File: config.mk
export PLATFORM = sky130hd
export DESIGN_NAME = wd_apb_mc_flat
export DESIGN_NICKNAME = d
export VERILOG_FILES = /design/src/rtl/wd_apb_mc_if.sv /design/src/rtl/wd_apb_mc.sv /design/src/flat_wrapper.sv
export SDC_FILE = /design/constraint.sdc
export NUM_CORES = 1
export LEC_CHECK = 0
export ABC_AREA = 1
export CORE_ASPECT_RATIO = 1.75
export CORE_MARGIN = 8
export CORE_UTILIZATION = 35
export CTS_CLUSTER_SIZE = 16
export DETAILED_ROUTE_END_ITERATION = 7
export SLEW_MARGIN = 40
export SYNTH_ARGS = -nofsm -noshare
export SYNTH_HDL_FRONTEND = slang
export SYNTH_SLANG_ARGS = --single-unit
File: constraint.sdc
create_clock -name pclk -period 1.8 [get_ports pclk]
set_clock_uncertainty 0.1 [all_clocks]
set_input_delay 0.36 -clock pclk [delete_from_list [all_inputs] [get_ports pclk]]
set_output_delay 0.36 -clock pclk [all_outputs]
set_load 0.01 [all_outputs]
File: src/rtl/wd_apb_mc_if.sv
// APB3 slave bus for the multi-channel watchdog register block.
interface wd_apb_mc_if;
    logic        psel;
    logic        penable;
    logic        pwrite;
    logic [7:0]  paddr;
    logic [31:0] pwdata;
    logic [31:0] prdata;
    logic        pready;
    logic        pslverr;

    modport master (output psel, penable, pwrite, paddr, pwdata,
                    input  prdata, pready, pslverr);
    modport slave  (input  psel, penable, pwrite, paddr, pwdata,
                    output prdata, pready, pslverr);
endinterface

File: src/rtl/wd_apb_mc.sv
// APB3 control block for NCH watchdog channels: start/mode registers behind a
// two-key lock, feed pulses, sticky timeout status and a registered interrupt.
module wd_apb_mc #(
    parameter int          NCH       = 4,
    parameter int          DW        = 32,
    parameter logic [DW-1:0] RST_START = '1
) (
    input  logic              pclk,
    input  logic              prst_,
    wd_apb_mc_if.slave        apb,
    output logic [NCH-1:0]    flag,
    output logic [NCH-1:0]    update,
    output logic [2*NCH-1:0]  mode,
    output logic [DW*NCH-1:0] start_value,
    input  logic [NCH-1:0]    timeout,
    output logic              irq
);
    localparam logic [31:0] KEY1_VAL = 32'h1ACC_E551;
    localparam logic [31:0] KEY2_VAL = 32'hE1E1_E1E1;

    typedef enum logic [1:0] {LOCKED, KEY1, UNLOCKED} lock_t;

    lock_t                     r_state;
    logic [NCH-1:0][DW-1:0]    r_start;
    logic [NCH-1:0][1:0]       r_mode;
    logic [NCH-1:0]            r_flag, r_update, r_stat, r_en;
    logic                      r_irq;
    logic [31:0]               r_prdata;

    logic [3:0]  w_ch, w_off;
    logic        w_lock_a, w_stat_a, w_en_a, w_chm, w_prot, w_mapped, w_unl;
    logic        w_wr, w_rd_setup, w_eff;
    logic [NCH-1:0] w_w1c;
    logic [31:0] w_rdata;

    assign w_ch       = apb.paddr[7:4];
    assign w_off      = apb.paddr[3:0];
    assign w_lock_a   = apb.paddr == 8'hF0;
    assign w_stat_a   = apb.paddr == 8'hF4;
    assign w_en_a     = apb.paddr == 8'hF8;
    assign w_chm      = (32'(w_ch) < NCH) && (w_off == 4'h0 || w_off == 4'h4 || w_off == 4'h8);
    assign w_prot     = w_chm && (w_off != 4'h4);
    assign w_mapped   = w_lock_a || w_stat_a || w_en_a || w_chm;
    assign w_unl      = r_state == UNLOCKED;
    assign w_wr       = apb.psel && apb.penable && apb.pwrite;
    assign w_rd_setup = apb.psel && !apb.penable && !apb.pwrite;
    // The write that follows the first key is consumed by the lock sequence only.
    assign w_eff      = w_wr && (r_state != KEY1);
    assign w_w1c      = (w_eff && w_stat_a) ? apb.pwdata[NCH-1:0] : '0;

    assign apb.pready  = 1'b1;
    assign apb.pslverr = apb.psel && apb.penable &&
                         (!w_mapped || (apb.pwrite && w_prot && !w_unl));
    assign apb.prdata  = r_prdata;

    assign flag        = r_flag;
    assign update      = r_update;
    assign mode        = r_mode;
    assign start_value = r_start;
    assign irq         = r_irq;

    always_comb begin
        w_rdata = '0;
        if (w_lock_a)      w_rdata[0]       = w_unl;
        else if (w_stat_a) w_rdata[NCH-1:0] = r_stat;
        else if (w_en_a)   w_rdata[NCH-1:0] = r_en;
        else if (w_chm) begin
            for (int c = 0; c < NCH; c++) begin
                if (w_ch == 4'(c)) begin
                    if (w_off == 4'h0)      w_rdata[DW-1:0] = r_start[c];
                    else if (w_off == 4'h8) w_rdata[1:0]    = r_mode[c];
                end
            end
        end
    end

    always_ff @(posedge pclk or negedge prst_) begin
        if (!prst_) begin
            r_state  <= LOCKED;
            r_start  <= {NCH{RST_START}};
            r_mode   <= '0;
            r_flag   <= '0;
            r_update <= '0;
            r_stat   <= '0;
            r_en     <= '0;
            r_irq    <= 1'b0;
            r_prdata <= '0;
        end else begin
            r_flag   <= '0;
            r_update <= '0;
            r_irq    <= |(r_stat & r_en);
            // Timeout is OR'd after the clear so a coincident set wins.
            r_stat   <= (r_stat & ~w_w1c) | timeout;
            if (w_rd_setup) r_prdata <= w_rdata;
            if (w_wr) begin
                case (r_state)
                    LOCKED:   if (w_lock_a && apb.pwdata == KEY1_VAL) r_state <= KEY1;
                    KEY1:     r_state <= (w_lock_a && apb.pwdata == KEY2_VAL) ? UNLOCKED : LOCKED;
                    UNLOCKED: if (w_lock_a) r_state <= LOCKED;
                    default:  r_state <= LOCKED;
                endcase
            end
            if (w_eff) begin
                if (w_en_a) r_en <= apb.pwdata[NCH-1:0];
                for (int c = 0; c < NCH; c++) begin
                    if (w_chm && w_ch == 4'(c)) begin
                        if (w_off == 4'h0 && w_unl) begin
                            r_start[c]  <= apb.pwdata[DW-1:0];
                            r_update[c] <= 1'b1;
                        end
                        if (w_off == 4'h4) r_flag[c] <= 1'b1;
                        if (w_off == 4'h8 && w_unl) r_mode[c] <= apb.pwdata[1:0];
                    end
                end
            end
        end
    end
endmodule

File: src/flat_wrapper.sv
// flat-port wrapper written by rule: the top's interface ports become plain ports
module wd_apb_mc_flat 
#(
    parameter int          NCH       = 4,
    parameter int          DW        = 32,
    parameter logic [DW-1:0] RST_START = '1
)
  (pclk, prst_, flag, update, mode, start_value, timeout, irq, apb_psel, apb_penable, apb_pwrite, apb_paddr, apb_pwdata, apb_prdata, apb_pready, apb_pslverr);
  wd_apb_mc_if apb_i ();
  input  logic pclk;
  input  logic prst_;
  output logic [NCH-1:0] flag;
  output logic [NCH-1:0] update;
  output logic [2*NCH-1:0] mode;
  output logic [DW*NCH-1:0] start_value;
  input  logic [NCH-1:0] timeout;
  output logic irq;
  input wire logic [$bits(apb_i.psel)-1:0] apb_psel;
  input wire logic [$bits(apb_i.penable)-1:0] apb_penable;
  input wire logic [$bits(apb_i.pwrite)-1:0] apb_pwrite;
  input wire logic [$bits(apb_i.paddr)-1:0] apb_paddr;
  input wire logic [$bits(apb_i.pwdata)-1:0] apb_pwdata;
  output wire logic [$bits(apb_i.prdata)-1:0] apb_prdata;
  output wire logic [$bits(apb_i.pready)-1:0] apb_pready;
  output wire logic [$bits(apb_i.pslverr)-1:0] apb_pslverr;
  assign apb_i.psel = apb_psel;
  assign apb_i.penable = apb_penable;
  assign apb_i.pwrite = apb_pwrite;
  assign apb_i.paddr = apb_paddr;
  assign apb_i.pwdata = apb_pwdata;
  assign apb_prdata = apb_i.prdata;
  assign apb_pready = apb_i.pready;
  assign apb_pslverr = apb_i.pslverr;
  wd_apb_mc #(.NCH(NCH), .DW(DW), .RST_START(RST_START)) u_core (.pclk(pclk), .prst_(prst_), .apb(apb_i), .flag(flag), .update(update), .mode(mode), .start_value(start_value), .timeout(timeout), .irq(irq));
endmodule
== Word-level counts from Yosys, hierarchy flattened ==
Cells that the tools add are included.
Cells by class
  magnitude comparators: 1
  equality and inequality tests: 16
  muxes and demuxes: 48
  bitwise gates (word level): 4
  reductions and logical operators: 43
Operators by type and width (count)
  $mux 32: 13
  $mux 30: 4
  $mux 28: 2
  $eq 32x29->1 const B: 1
  $eq 32x32->1 const B: 1
  $mux 31: 1
  $reduce_and 3->1: 9
  $eq 8x8->1 const B: 3
  $mux 2: 11
  $mux 4: 5
  $logic_and 1x1->1: 19
  $mux 1: 11
  $and 4x4->4: 2
  $eq 4x2->1 const B: 2
  $logic_not 4->1: 2
  $logic_or 1x1->1: 6
  $ne 2x1->1 const B: 3
  $pmux 2 s3: 1
  $eq 4x1->1 const B: 1
  $eq 4x3->1 const B: 1
  $eq 4x4->1 const B: 1
  $logic_not 1->1: 4
  $lt 4x3->1 const B: 1
  $ne 4x3->1 const B: 1
  other kinds (7): 7
Storage, ports and cells
  flip-flop bits (word level): 187
  input bits: 49
  output and inout bits: 179
  word-level logic and storage cells: 127

== Logic depth before layout (Yosys ltp) ==
Gate-level depths: netlist of run 1.
  depth after elaboration: 25
  gate-level depth with buffers: 12
  mapped depth without buffers: 11

== Worst setup path before layout of run 1 ==
Ideal clock, no wire load.
  path kind: input port to flip-flop
  start point: input port apb_paddr[1]
  end point: register u_core.r_prdata[16] (netlist: u_core.apb.prdata[16])
  library setup time: 0.117 ns
  arrival time: 1.396 ns
  data required time: 1.583 ns
  slack: 0.187 ns
  stages on the path: 8
  path buffers: 2
  path through: nor2_2 -> buf_4 -> nand3_1 -> nor2_4 -> nor3_4 -> buf_6 -> nand3_1 -> nand2_1
Between the ends
  longest elaborated chain between the ends: 21
  elaborated cells between the ends (all ways): 29
  classes of those cells: 5 x eq/ne; 20 x mux; 4 x reduce/logical
RTL lines
  from (decl): RTL line flat_wrapper.sv:21  | input wire logic [$bits(apb_i.paddr)-1:0] apb_paddr;
  $logic_not 4->1: RTL line wd_apb_mc.sv:41, wd_apb_mc.sv:70
  $mux 30: RTL line wd_apb_mc.sv:70  | if (w_off == 4'h0) w_rdata[DW-1:0] = r_start[c];
  $mux 32: RTL line wd_apb_mc.sv:69  | if (w_ch == 4'(c)) begin
  $mux 32 (4 in a row)
  $mux 30: RTL line wd_apb_mc.sv:70
  $mux 32: RTL line wd_apb_mc.sv:69
  $mux 32: RTL line wd_apb_mc.sv:67  | else if (w_chm) begin
  $mux 32: RTL line wd_apb_mc.sv:66  | else if (w_en_a) w_rdata[NCH-1:0] = r_en;
  [... 2 more ...]
  $mux 30: RTL line wd_apb_mc.sv:70
  $mux 32: RTL line wd_apb_mc.sv:69
  $mux 30: RTL line wd_apb_mc.sv:70
  $mux 32: RTL line wd_apb_mc.sv:69
  $mux 32: RTL line wd_apb_mc.sv:67
  $mux 28: RTL line wd_apb_mc.sv:66
  $mux 28: RTL line wd_apb_mc.sv:65  | else if (w_stat_a) w_rdata[NCH-1:0] = r_stat;
  $mux 31 *: RTL line wd_apb_mc.sv:64  | if (w_lock_a) w_rdata[0] = w_unl;
  to (signal assigned): RTL line wd_apb_mc.sv:94  | if (w_rd_setup) r_prdata <= w_rdata;
  to (decl): RTL line wd_apb_mc.sv:28  | logic [31:0] r_prdata;
Every way passes the cells marked *; elsewhere a longest branch is shown, timed or not. The select of a mux whose other input is x is not followed.
A chain may end at the register's enable or synchronous reset.

== Worst setup path in the final report of run 1 ==
  start point: input port apb_paddr[4]
  end point: output port apb_pslverr
Between the ends
  longest elaborated chain between the ends: 7
  elaborated cells between the ends (all ways): 14
  classes of those cells: 1 x order compare; 3 x eq/ne; 10 x reduce/logical
RTL lines
  $lt 4x3->1 (tied with other cells): RTL line wd_apb_mc.sv:41  | assign w_chm = (32'(w_ch) < NCH) && (w_off == 4'h0 || w_off == 4'h4 || w_off == 4'h8);
  $logic_and 1x1->1 / $logic_or 1x1->1 (equally long branches): RTL line wd_apb_mc.sv:41, wd_apb_mc.sv:43
  $logic_and 1x1->1 / $logic_or 1x1->1 (equally long branches): RTL line wd_apb_mc.sv:42, wd_apb_mc.sv:43
  $logic_and 1x1->1 / $logic_or 1x1->1 (equally long branches): RTL line wd_apb_mc.sv:53, wd_apb_mc.sv:43
  $logic_and 1x1->1 / $logic_not 1->1 (equally long branches): RTL line wd_apb_mc.sv:53  | (!w_mapped || (apb.pwrite && w_prot && !w_unl));
  $logic_or 1x1->1 *: RTL line wd_apb_mc.sv:53
  $logic_and 1x1->1 *: RTL line wd_apb_mc.sv:52  | assign apb.pslverr = apb.psel && apb.penable &&
  to (decl): RTL line flat_wrapper.sv:25  | output wire logic [$bits(apb_i.pslverr)-1:0] apb_pslverr;
Every way passes the cells marked *; elsewhere a longest branch is shown, timed or not.

==> metrics.cfg, run 1 <==
[logic_synthesis]
ys_types = 38
number_of_enable_type_register_cells_in_the_synthesized_netlist = 0
synth_xor_xnor_area_share_pct = 0
synth_simple_gate_area_share_pct = 23.3
syn_inst = 998
syn_area_um2 = 8860
synthFlopType = sky130_fd_sc_hd__dfstp_2
synth_compound_gate_area_share_pct = 13.7
asyncSetResetFlopFracSynth_pct = 100
synth_adder_area_share_pct = 0
post_synth.cell_area_avg_um2 = 8.88
ys.warnings.count = 0
synth.net_count = 1047
synth_top_family_by_area = simple AND/OR/NAND/NOR gates
synth_mux_area_share_pct = 1.02
synth.ff_latch_count = 187
synth_seq_area_share_pct = 54.6

[outcome]
failed_checks = negative setup slack
status = finished, violations left

[pwr]
peakVddDrop_v = 0.000556
power.net_switching_mw = 2.10
total_power_divided_by_cell_area_nw_per_um2 = 685
power_frac_clock_pct = 45.8
total_leakage_power_nw = 6.42
internal_power_mw = 6.83
seqPwrFrac_pct = 47.3
power_frac_comb_pct = 6.8
switching_share_pct = 23.5

[critical_path]
end_kind = primary output
crit_fanout = 4
reg2regPathDepth = 9
required_ns = 1.34
setup.worst_path.start_class = input port
critPathArrivalTime_ns = 1.41
timing_worst_setup_path_type = input port to primary output

[sta]
hold_viol_final = 0
finalWorstPathRequiredPeriod_ns = 1.87
final.hold.worst_slack_ns = 0.281
max_freq_mhz = 535
post-route-worst-setup-slack_ns = -0.0682
grt_setup_unrepaired = yes
slew_violations = 0
period_share_pct = 104
setup-violations-final = 61

[detailed_routing]
avgRoutedWirePerCell_um = 20.6
first_pass_iters = 5
drt_drc_violations_left = 0
routed-via-count = 8123
post_drt_via_cell_ratio = 4.91
drt_iter0_markers = 471
route.final.wire_length_um = 34100
drt.antenna.violating_nets = 0

[floorplanning]
chipWidth_um = 136
io_pins = 228
die_area_um2 = 30900
core-area_um2 = 25000
die-height_um = 226
starting_density_of_the_core_pct = 35.4
rows = 77

[cells_and_area]
number_of_antenna_repair_diodes = 0
most_used_cells_in_the_layout_excluding_fill_and_tap_cells = 287 x sky130_fd_sc_hd__nand2_1, 134 x sky130_fd_sc_hd__dlygate4sd2_1, 128 x sky130_fd_sc_hd__dfstp_2, 102 x sky130_fd_sc_hd__buf_4, 101 x sky130_fd_sc_hd__o21ai_1
drive_above_1_share_pct = 29.1
flow.area_growth_from_synthesis_pct = 46.9
final_net_count = 1374
utilization_pct = 52.0
layout.cells.most_common = sky130_fd_sc_hd__nand2_1

[placement]
detailedPlacementHpwl_um = 24400
place_ws_ns = -0.709
gp_congestion = 0.842
place.port_buffers = 226

[clock_tree]
clock_sinks = 187
skew_pair_late_insertion_delay_ns = 0.45
clkSlewWorstSetupHoldPaths_ns = 0.06
cts-buffers-inserted = 17
htree_num_levels = 4
tritoncts = built
ctsRootBufferMaster = sky130_fd_sc_hd__clkbuf_16
clock_path_buffers = 2

[hold_path]
holdCritPathClass = input port to asynchronous set/reset pin

[global_route]
grt_max_degree = 66
grt_antenna_before_repair = 0
gr-usage-all-layers_pct = 21.7
vias_in_the_first_global_route = 8276
grt_pass1_wl_um = 49900
globalRouteOverflowTotal = 0

[run]
cap_violations = 0

power by group through the flow:
stage               combinational (mW)  sequential [mW]  clock, mW
floorplan                        0.177             4.29          0
CTS                              0.610             4.22       4.18
global placement                 0.599             4.29          0
finish                           0.610             4.22       4.09
global route                     0.666             4.22       4.33
detailed placement               0.602             4.29          0
cell type report:
cell class / instances / area [um^2]
Clock buffer: 20 / 478
Clock inverter: 12 / 158
Fill cell: 2404 / 12000
Inverter: 71 / 277
Multi-Input combinational cell: 691 / 3490
Sequential cell: 187 / 4840
Tap cell: 316 / 395
Timing Repair Buffer: 357 / 3390
logic make-up (layout without fill, tap and decap cells):
group                  after synthesis  in the layout
other                                1              1
muxes                                9              9
and+or+nand+nor                    468            468
buffers and inverters              120            460
DFF                                187            187
AOI/OAI and AO/OA                  213            213
critical path, stage by stage:
cell                              delay, ns
sky130_fd_sc_hd__clkdlybuf4s50_1       0.50
sky130_fd_sc_hd__nand2_2               0.07
sky130_fd_sc_hd__inv_4                 0.06
sky130_fd_sc_hd__nand3_4               0.07
sky130_fd_sc_hd__o21ai_2               0.12
sky130_fd_sc_hd__a21oi_1               0.07
sky130_fd_sc_hd__buf_2                 0.14
synth_stat cells, types with 9 or more instances:
| master | n | area, um^2 |
|---|---|---|
| sky130_fd_sc_hd__a21oi_1 | 25 | 125 |
| sky130_fd_sc_hd__a22oi_1 | 10 | 75.1 |
| sky130_fd_sc_hd__buf_2 | 9 | 45.0 |
| sky130_fd_sc_hd__buf_6 | 21 | 236 |
| sky130_fd_sc_hd__clkbuf_1 | 11 | 41.3 |
| sky130_fd_sc_hd__dfrtp_1 | 59 | 1480 |
| sky130_fd_sc_hd__dfstp_2 | 128 | 3360 |
| sky130_fd_sc_hd__inv_1 | 60 | 225 |
| sky130_fd_sc_hd__inv_2 | 9 | 33.8 |
| sky130_fd_sc_hd__mux2i_1 | 9 | 90.1 |
| sky130_fd_sc_hd__nand2_1 | 296 | 1110 |
| sky130_fd_sc_hd__nand3_1 | 50 | 250 |
| sky130_fd_sc_hd__nor2_1 | 65 | 244 |
| sky130_fd_sc_hd__o21ai_0 | 58 | 290 |
| sky130_fd_sc_hd__o21ai_1 | 84 | 420 |
| sky130_fd_sc_hd__o21ai_2 | 27 | 236 |
| sky130_fd_sc_hd__or2_0 | 9 | 56.3 |
| sky130_fd_sc_hd__or2_2 | 9 | 56.3 |
per-layer routing:
| layer | up-vias | share of wire (%) | global-route usage (%) |
|---|---|---|---|
| li1 | 3893 | - | - |
| met2 | 276 | 52 | 37.8 |
| met4 | 0 | 4.7 | 11.9 |
| met5 | - | 0 | 0 |
| met1 | 3887 | 38 | 24.5 |
| met3 | 67 | 4.9 | 4.02 |
final timing paths:
| check | to | slack (ns) | from |
|---|---|---|---|
| worst max-delay path | apb_pslverr | -0.07 | apb_paddr[4] |
| worst min-delay path | u_core.update[1] | 0.28 | prst_ |
| worst max register to register | u_core.start_value[55] | 0.04 | u_core.r_state[0] |
| worst min register to register | u_core.apb.prdata[3] | 0.38 | u_core.apb.prdata[3] |
| max in group asynchronous | u_core.start_value[58] | 0.70 | prst_ |
| min in group pclk | u_core.r_stat[0] | 0.34 | timeout[0] |
registers in the layout (all words and copies together), names as in the netlist:
signal,count
u_core.update,4
u_core.irq,1
u_core.apb.prdata,32
u_core.start_value,128
u_core.r_state,2
u_core.mode,8
u_core.flag,4
u_core.r_en,4
u_core.r_stat,4
timing repair:
action,CTS,global route
pin swaps,5,4
endpoints found under the hold margin,27,0
hold buffers,1,0
gates cloned,0,6
resized for setup,223,73
buffers inserted,5,8
setup endpoints to repair,273,173
through the flow:
stage / TNS [ns] / total power [mW] / area, um^2 / std cells
5_1_grt: -12.16 / 9.22 / 13000 / 1654
3_5_place_dp: -92.67 / 4.89 / 12200 / 1602
6_report: -1.47 / 8.92 / 13000 / 1654
2_1_floorplan: 0 / 4.47 / 8860 / 998
4_1_cts: -0.281 / 9.02 / 12700 / 1640
3_3_place_gp: -91.86 / 4.89 / 12200 / 1601
No activity file was read; power rests on OpenSTA's default activity.
==> run 2: changes to the inputs <==
--- a/config.mk
+++ b/config.mk
@@ -11,6 +11,7 @@
 export CORE_UTILIZATION = 35
 export CTS_CLUSTER_SIZE = 16
 export DETAILED_ROUTE_END_ITERATION = 7
+export SKIP_CTS_REPAIR_TIMING = 1
 export SLEW_MARGIN = 40
 export SYNTH_ARGS = -nofsm -noshare
 export SYNTH_HDL_FRONTEND = slang
==> run 2 against run 1 <==
Net effect:
- the flow still finishes with violations (negative setup slack)
- critical path type unchanged
- power grew 0.18%
- largest power group unchanged
- clock-buffer cell count unchanged
- first-iteration DRC count increased by 5.3%
- critical endpoint unchanged
==> metrics.cfg, run 2 (same netlist as run 1, synthesis figures left out) <==
[floorplanning]
starting_density_of_the_core_pct = 35.4
die-height_um = 226
io_pins = 228
rows = 77
chipWidth_um = 136
die_area_um2 = 30900
core-area_um2 = 25000

[clock_tree]
clock_path_buffers = 2
skew_pair_late_insertion_delay_ns = 0.46
cts-buffers-inserted = 17
clock_sinks = 187
tritoncts = built
htree_num_levels = 4
clkSlewWorstSetupHoldPaths_ns = 0.06
ctsRootBufferMaster = sky130_fd_sc_hd__clkbuf_16

[placement]
place.port_buffers = 226
place.detailed.instances = 1602
gp_congestion = 0.842
place_ws_ns = -0.709
detailedPlacementHpwl_um = 24400

[cells_and_area]
flow.area_growth_from_synthesis_pct = 54.6
number_of_antenna_repair_diodes = 0
flip_flop_count_of_the_largest_register_all_copies_and_words_added = 128
most_used_cells_in_the_layout_excluding_fill_and_tap_cells = 291 x sky130_fd_sc_hd__nand2_1, 185 x sky130_fd_sc_hd__dlymetal6s2s_1, 128 x sky130_fd_sc_hd__dfstp_2, 94 x sky130_fd_sc_hd__buf_4, 91 x sky130_fd_sc_hd__o21ai_1
final_net_count = 1371
finalNonFillerCells = 1651
drive_above_1_share_pct = 28.2
layout.cells.most_common = sky130_fd_sc_hd__nand2_1

[critical_path]
crit_fanout = 4
setup.worst_path.start_class = input port
timing_worst_setup_path_type = input port to primary output
end_kind = primary output
critPathArrivalTime_ns = 1.45
required_ns = 1.34
reg2reg_slack_ns = 0.02

[global_route]
vias_in_the_first_global_route = 8252
grt_antenna_before_repair = 0
grt_max_degree = 66
globalRouteOverflowTotal = 0
gr-usage-all-layers_pct = 21.7
grt_pass1_wl_um = 49800

[sta]
setup-violations-final = 1
period_share_pct = 106
slew_violations = 0
grt_setup_unrepaired = yes
hold_viol_final = 0
post-route-worst-setup-slack_ns = -0.111
max_freq_mhz = 523
finalWorstPathRequiredPeriod_ns = 1.91
setup_tns_ns = -0.111

[detailed_routing]
drt.antenna.violating_nets = 0
avgRoutedWirePerCell_um = 20.9
drt_drc_violations_left = 0
first_pass_iters = 5
drt_iter0_markers = 496
routed-via-count = 8119
route.final.wire_length_um = 34500
post_drt_via_cell_ratio = 4.92

[outcome]
status = finished, violations left
failed_checks = negative setup slack

[pwr]
peakVddDrop_v = 0.000566
total_leakage_power_nw = 9.07
total_power_divided_by_cell_area_nw_per_um2 = 653

[run]
cap_violations = 0

[hold_path]
holdCritPathClass = input port to asynchronous set/reset pin

## run 2: changes by cell type in the layout (fill, tap and decap cells not counted), moves of 3 or more
cell / change
sky130_fd_sc_hd__clkdlybuf4s15_1: -41
sky130_fd_sc_hd__dlymetal6s2s_1: +182
sky130_fd_sc_hd__o21ai_0: +11
sky130_fd_sc_hd__o21ai_1: -10
sky130_fd_sc_hd__dlygate4sd2_1: -134
sky130_fd_sc_hd__buf_12: +6
sky130_fd_sc_hd__buf_8: -3
sky130_fd_sc_hd__buf_4: -8
sky130_fd_sc_hd__nand2_1: +4
sky130_fd_sc_hd__clkbuf_2: -3
## run 2: path summary, 6_finish.rpt
| check | cells past startpoint | to | startpoint |
|---|---|---|---|
| worst min register to register | 2 | u_core.apb.prdata[2] | u_core.apb.prdata[2] |
| worst max-delay path | 7 | apb_pslverr | apb_paddr[5] |
| worst max register to register | 11 | u_core.start_value[23] | u_core.r_state[0] |
| min in group pclk | 3 | u_core.r_stat[0] | timeout[0] |
| max in group asynchronous | 3 | u_core.start_value[58] | prst_ |
| worst min-delay path | 2 | u_core.update[1] | prst_ |
## run 2: worst max-delay path: stages
cell,delay [ns]
sky130_fd_sc_hd__clkdlybuf4s50_1,0.50
sky130_fd_sc_hd__nand2_2,0.08
sky130_fd_sc_hd__inv_4,0.06
sky130_fd_sc_hd__nand3_4,0.10
sky130_fd_sc_hd__o21ai_2,0.14
sky130_fd_sc_hd__a21oi_1,0.07
sky130_fd_sc_hd__buf_2,0.14
## run 2: where the power goes
group          internal (mW)  switching (mW)
Sequential              4.22         0.00252
Clock                   2.35            1.75
Combinational          0.255           0.355
Total                   6.83            2.11
## run 2: layout make-up
cell class              instances  area, um^2
inverters                      71         277
multi-input cells             692        3470
fillers                      2273       11400
clock inverters                12         158
repair buffers                353        4080
clock buffers                  20         478
well taps                     316         395
flip-flops and latches        187        4840
## run 2: per-layer routing
layer,part of all wire [%],track usage (%),vias up
li1,-,-,3895
met1,38,24.4,3889
met2,52,37.8,270
met3,4.5,3.97,65
met4,4.9,12.0,0
met5,0,0,-
## run 2: per-stage QoR
stage | area [um^2] | util (%) | power [mW] | hold WS (ns)
global route | 13700 | 54.7 | 9.23 | 0.298
detailed placement | 12200 | 48.7 | 4.89 | 0.198
global placement | 12200 | 48.7 | 4.89 | 0.195
floorplan | 8860 | - | 4.47 | -0.0356
CTS | 12800 | 51.3 | 9.01 | -0.296
finish | 13700 | 54.7 | 8.94 | 0.277
==> run 3: changes to the inputs <==
--- a/config.mk
+++ b/config.mk
@@ -12,7 +12,7 @@
 export CTS_CLUSTER_SIZE = 16
 export DETAILED_ROUTE_END_ITERATION = 7
 export SKIP_CTS_REPAIR_TIMING = 1
-export SLEW_MARGIN = 40
+export SLEW_MARGIN = 20
 export SYNTH_ARGS = -nofsm -noshare
 export SYNTH_HDL_FRONTEND = slang
 export SYNTH_SLANG_ARGS = --single-unit
==> run 3 against run 2 <==
Net effect:
- the flow still finishes with violations (negative setup slack)
- sequential cell count unchanged
- sequential power about the same
- core utilization decreased by 0.37 points
- maximum frequency is 1.6% higher
- via count about the same
- hold slack got worse by 0.0047 ns
- non-clock buffer count shrank 3
- cell area fell by 0.69%
- global-route usage down 0.17 points
- highest routed layer unchanged
==> metrics.cfg, run 3 (same netlist as run 1, synthesis figures left out) <==
[outcome]
status = finished, violations left
failed_checks = negative setup slack

[sta]
finalWorstPathRequiredPeriod_ns = 1.88
hold_viol_final = 0
setup-violations-final = 1
post-route-worst-setup-slack_ns = -0.0801
period_share_pct = 104
grt_setup_unrepaired = yes
slew_violations = 0
max_freq_mhz = 532

[clock_tree]
ctsRootBufferMaster = sky130_fd_sc_hd__clkbuf_16
clock_sinks = 187
tritoncts = built
clkSlewWorstSetupHoldPaths_ns = 0.07
skew_pair_late_insertion_delay_ns = 0.46
htree_num_levels = 4
cts-buffers-inserted = 17
clock_path_buffers = 2

[pwr]
peakVddDrop_v = 0.000601
total_power_divided_by_cell_area_nw_per_um2 = 628
power.total_mw = 8.54
total_leakage_power_nw = 9.05

[critical_path]
rr_startpoint = u_core.r_state[0]
crit_path_from = u_core.r_state[1]
critPathArrivalTime_ns = 1.42
end_kind = primary output
timing_worst_setup_path_type = flip-flop to primary output
crit_fanout = 3
setup.worst_path.start_class = flip-flop
required_ns = 1.34

[cells_and_area]
flip_flop_count_of_the_largest_register_all_copies_and_words_added = 128
layout.cells.most_common = sky130_fd_sc_hd__nand2_1
flow.area_growth_from_synthesis_pct = 53.5
final_area_um2 = 13600
number_of_antenna_repair_diodes = 0
regArea_um2 = 4840
combined_area_of_the_multi_input_logic_cells_um2 = 3490
num-fill-cells = 2261
final_net_count = 1367
drive_above_1_share_pct = 28.3
most_used_cells_in_the_layout_excluding_fill_and_tap_cells = 290 x sky130_fd_sc_hd__nand2_1, 188 x sky130_fd_sc_hd__dlymetal6s2s_1, 128 x sky130_fd_sc_hd__dfstp_2, 91 x sky130_fd_sc_hd__buf_4, 86 x sky130_fd_sc_hd__o21ai_1

[floorplanning]
io_pins = 228
core-area_um2 = 25000
chipWidth_um = 136
die_area_um2 = 30900
starting_density_of_the_core_pct = 35.4
die-height_um = 226
rows = 77

[detailed_routing]
post_drt_via_cell_ratio = 4.93
drt_drc_violations_left = 0
first_pass_iters = 5
wl_met3_um = 1550
routedLengthMet1_um = 13300
route.final.wire_length_um = 34700
routed.top_layer = met4
met2RoutedLength_um = 18100
drt.antenna.violating_nets = 0
routed-via-count = 8112
drt_iter0_markers = 473
avgRoutedWirePerCell_um = 21.1

[hold_path]
holdCritPathClass = input port to asynchronous set/reset pin

[global_route]
gr-usage-all-layers_pct = 21.5
grt_max_degree = 66
grt_antenna_before_repair = 0
globalRouteOverflowTotal = 0
vias_in_the_first_global_route = 8150
grt_pass1_wl_um = 49400

[placement]
detailedPlacementHpwl_um = 24200
gp_congestion = 0.842
dpl-instance-area_um2 = 12200
place.port_buffers = 226

[run]
cap_violations = 0

==> run 3: power breakdown <==
part	switching [mW]	leakage, nW	internal [mW]	total (mW)
registers	0.00235	2.12	4.22	4.22
logic	0.358	6.65	0.254	0.612
clock network	1.70	0.271	2.00	3.71
==> run 3: layer usage <==
| metal | vias to the layer above | GRT usage (%) |
|---|---|---|
| met2 | 260 | 37.4 |
| met4 | 0 | 11.5 |
| met1 | 3890 | 24.0 |
| li1 | 3886 | - |
| met3 | 76 | 4.53 |
| met5 | - | 0 |
==> run 3: final cells by class <==
cell class	instances	share of cell area, %
well taps	316	2.91
multi-input cells	691	25.7
clock inverters	11	0.690
inverters	71	2.01
repair buffers	350	29.7
flip-flops and latches	187	35.6
clock buffers	21	3.46
==> run 3: worst paths after layout <==
kind                                          endpoint  slack, ns  cells after the start
worst max-delay path                       apb_pslverr      -0.08                      6
min in group pclk                     u_core.r_stat[0]       0.34                      3
max in group asynchronous       u_core.start_value[90]       0.70                      3
worst min register to register   u_core.apb.prdata[29]       0.38                      2
worst min-delay path                  u_core.update[1]       0.27                      2
worst max register to register   u_core.start_value[5]       0.06                     10
==> run 3: critical path, cell delays in order, from the launching register on <==
cell and delay [ns]:
sky130_fd_sc_hd__dfrtp_1 0.39, sky130_fd_sc_hd__inv_2 0.07, sky130_fd_sc_hd__nor2_2 0.03, sky130_fd_sc_hd__inv_2 0.09, sky130_fd_sc_hd__nand4_1 0.10, sky130_fd_sc_hd__a21oi_1 0.13
sky130_fd_sc_hd__buf_2 0.15
==> run 3: per-stage QoR <==
stage / utilization, % / setup TNS (ns) / instances / worst slack [ns] / hold WS, ns
4_1_cts: 50.9 / -46.46 / 1633 / -0.742 / -0.296
3_5_place_dp: 48.7 / -94.39 / 1601 / -0.774 / 0.197
3_3_place_gp: 48.7 / -91.86 / 1601 / -0.745 / 0.195
2_1_floorplan: - / 0 / 998 / 0.187 / -0.0356
5_1_grt: 54.3 / -0.206 / 1647 / -0.170 / 0.297
6_report: 54.3 / -0.0801 / 1647 / -0.0801 / 0.273
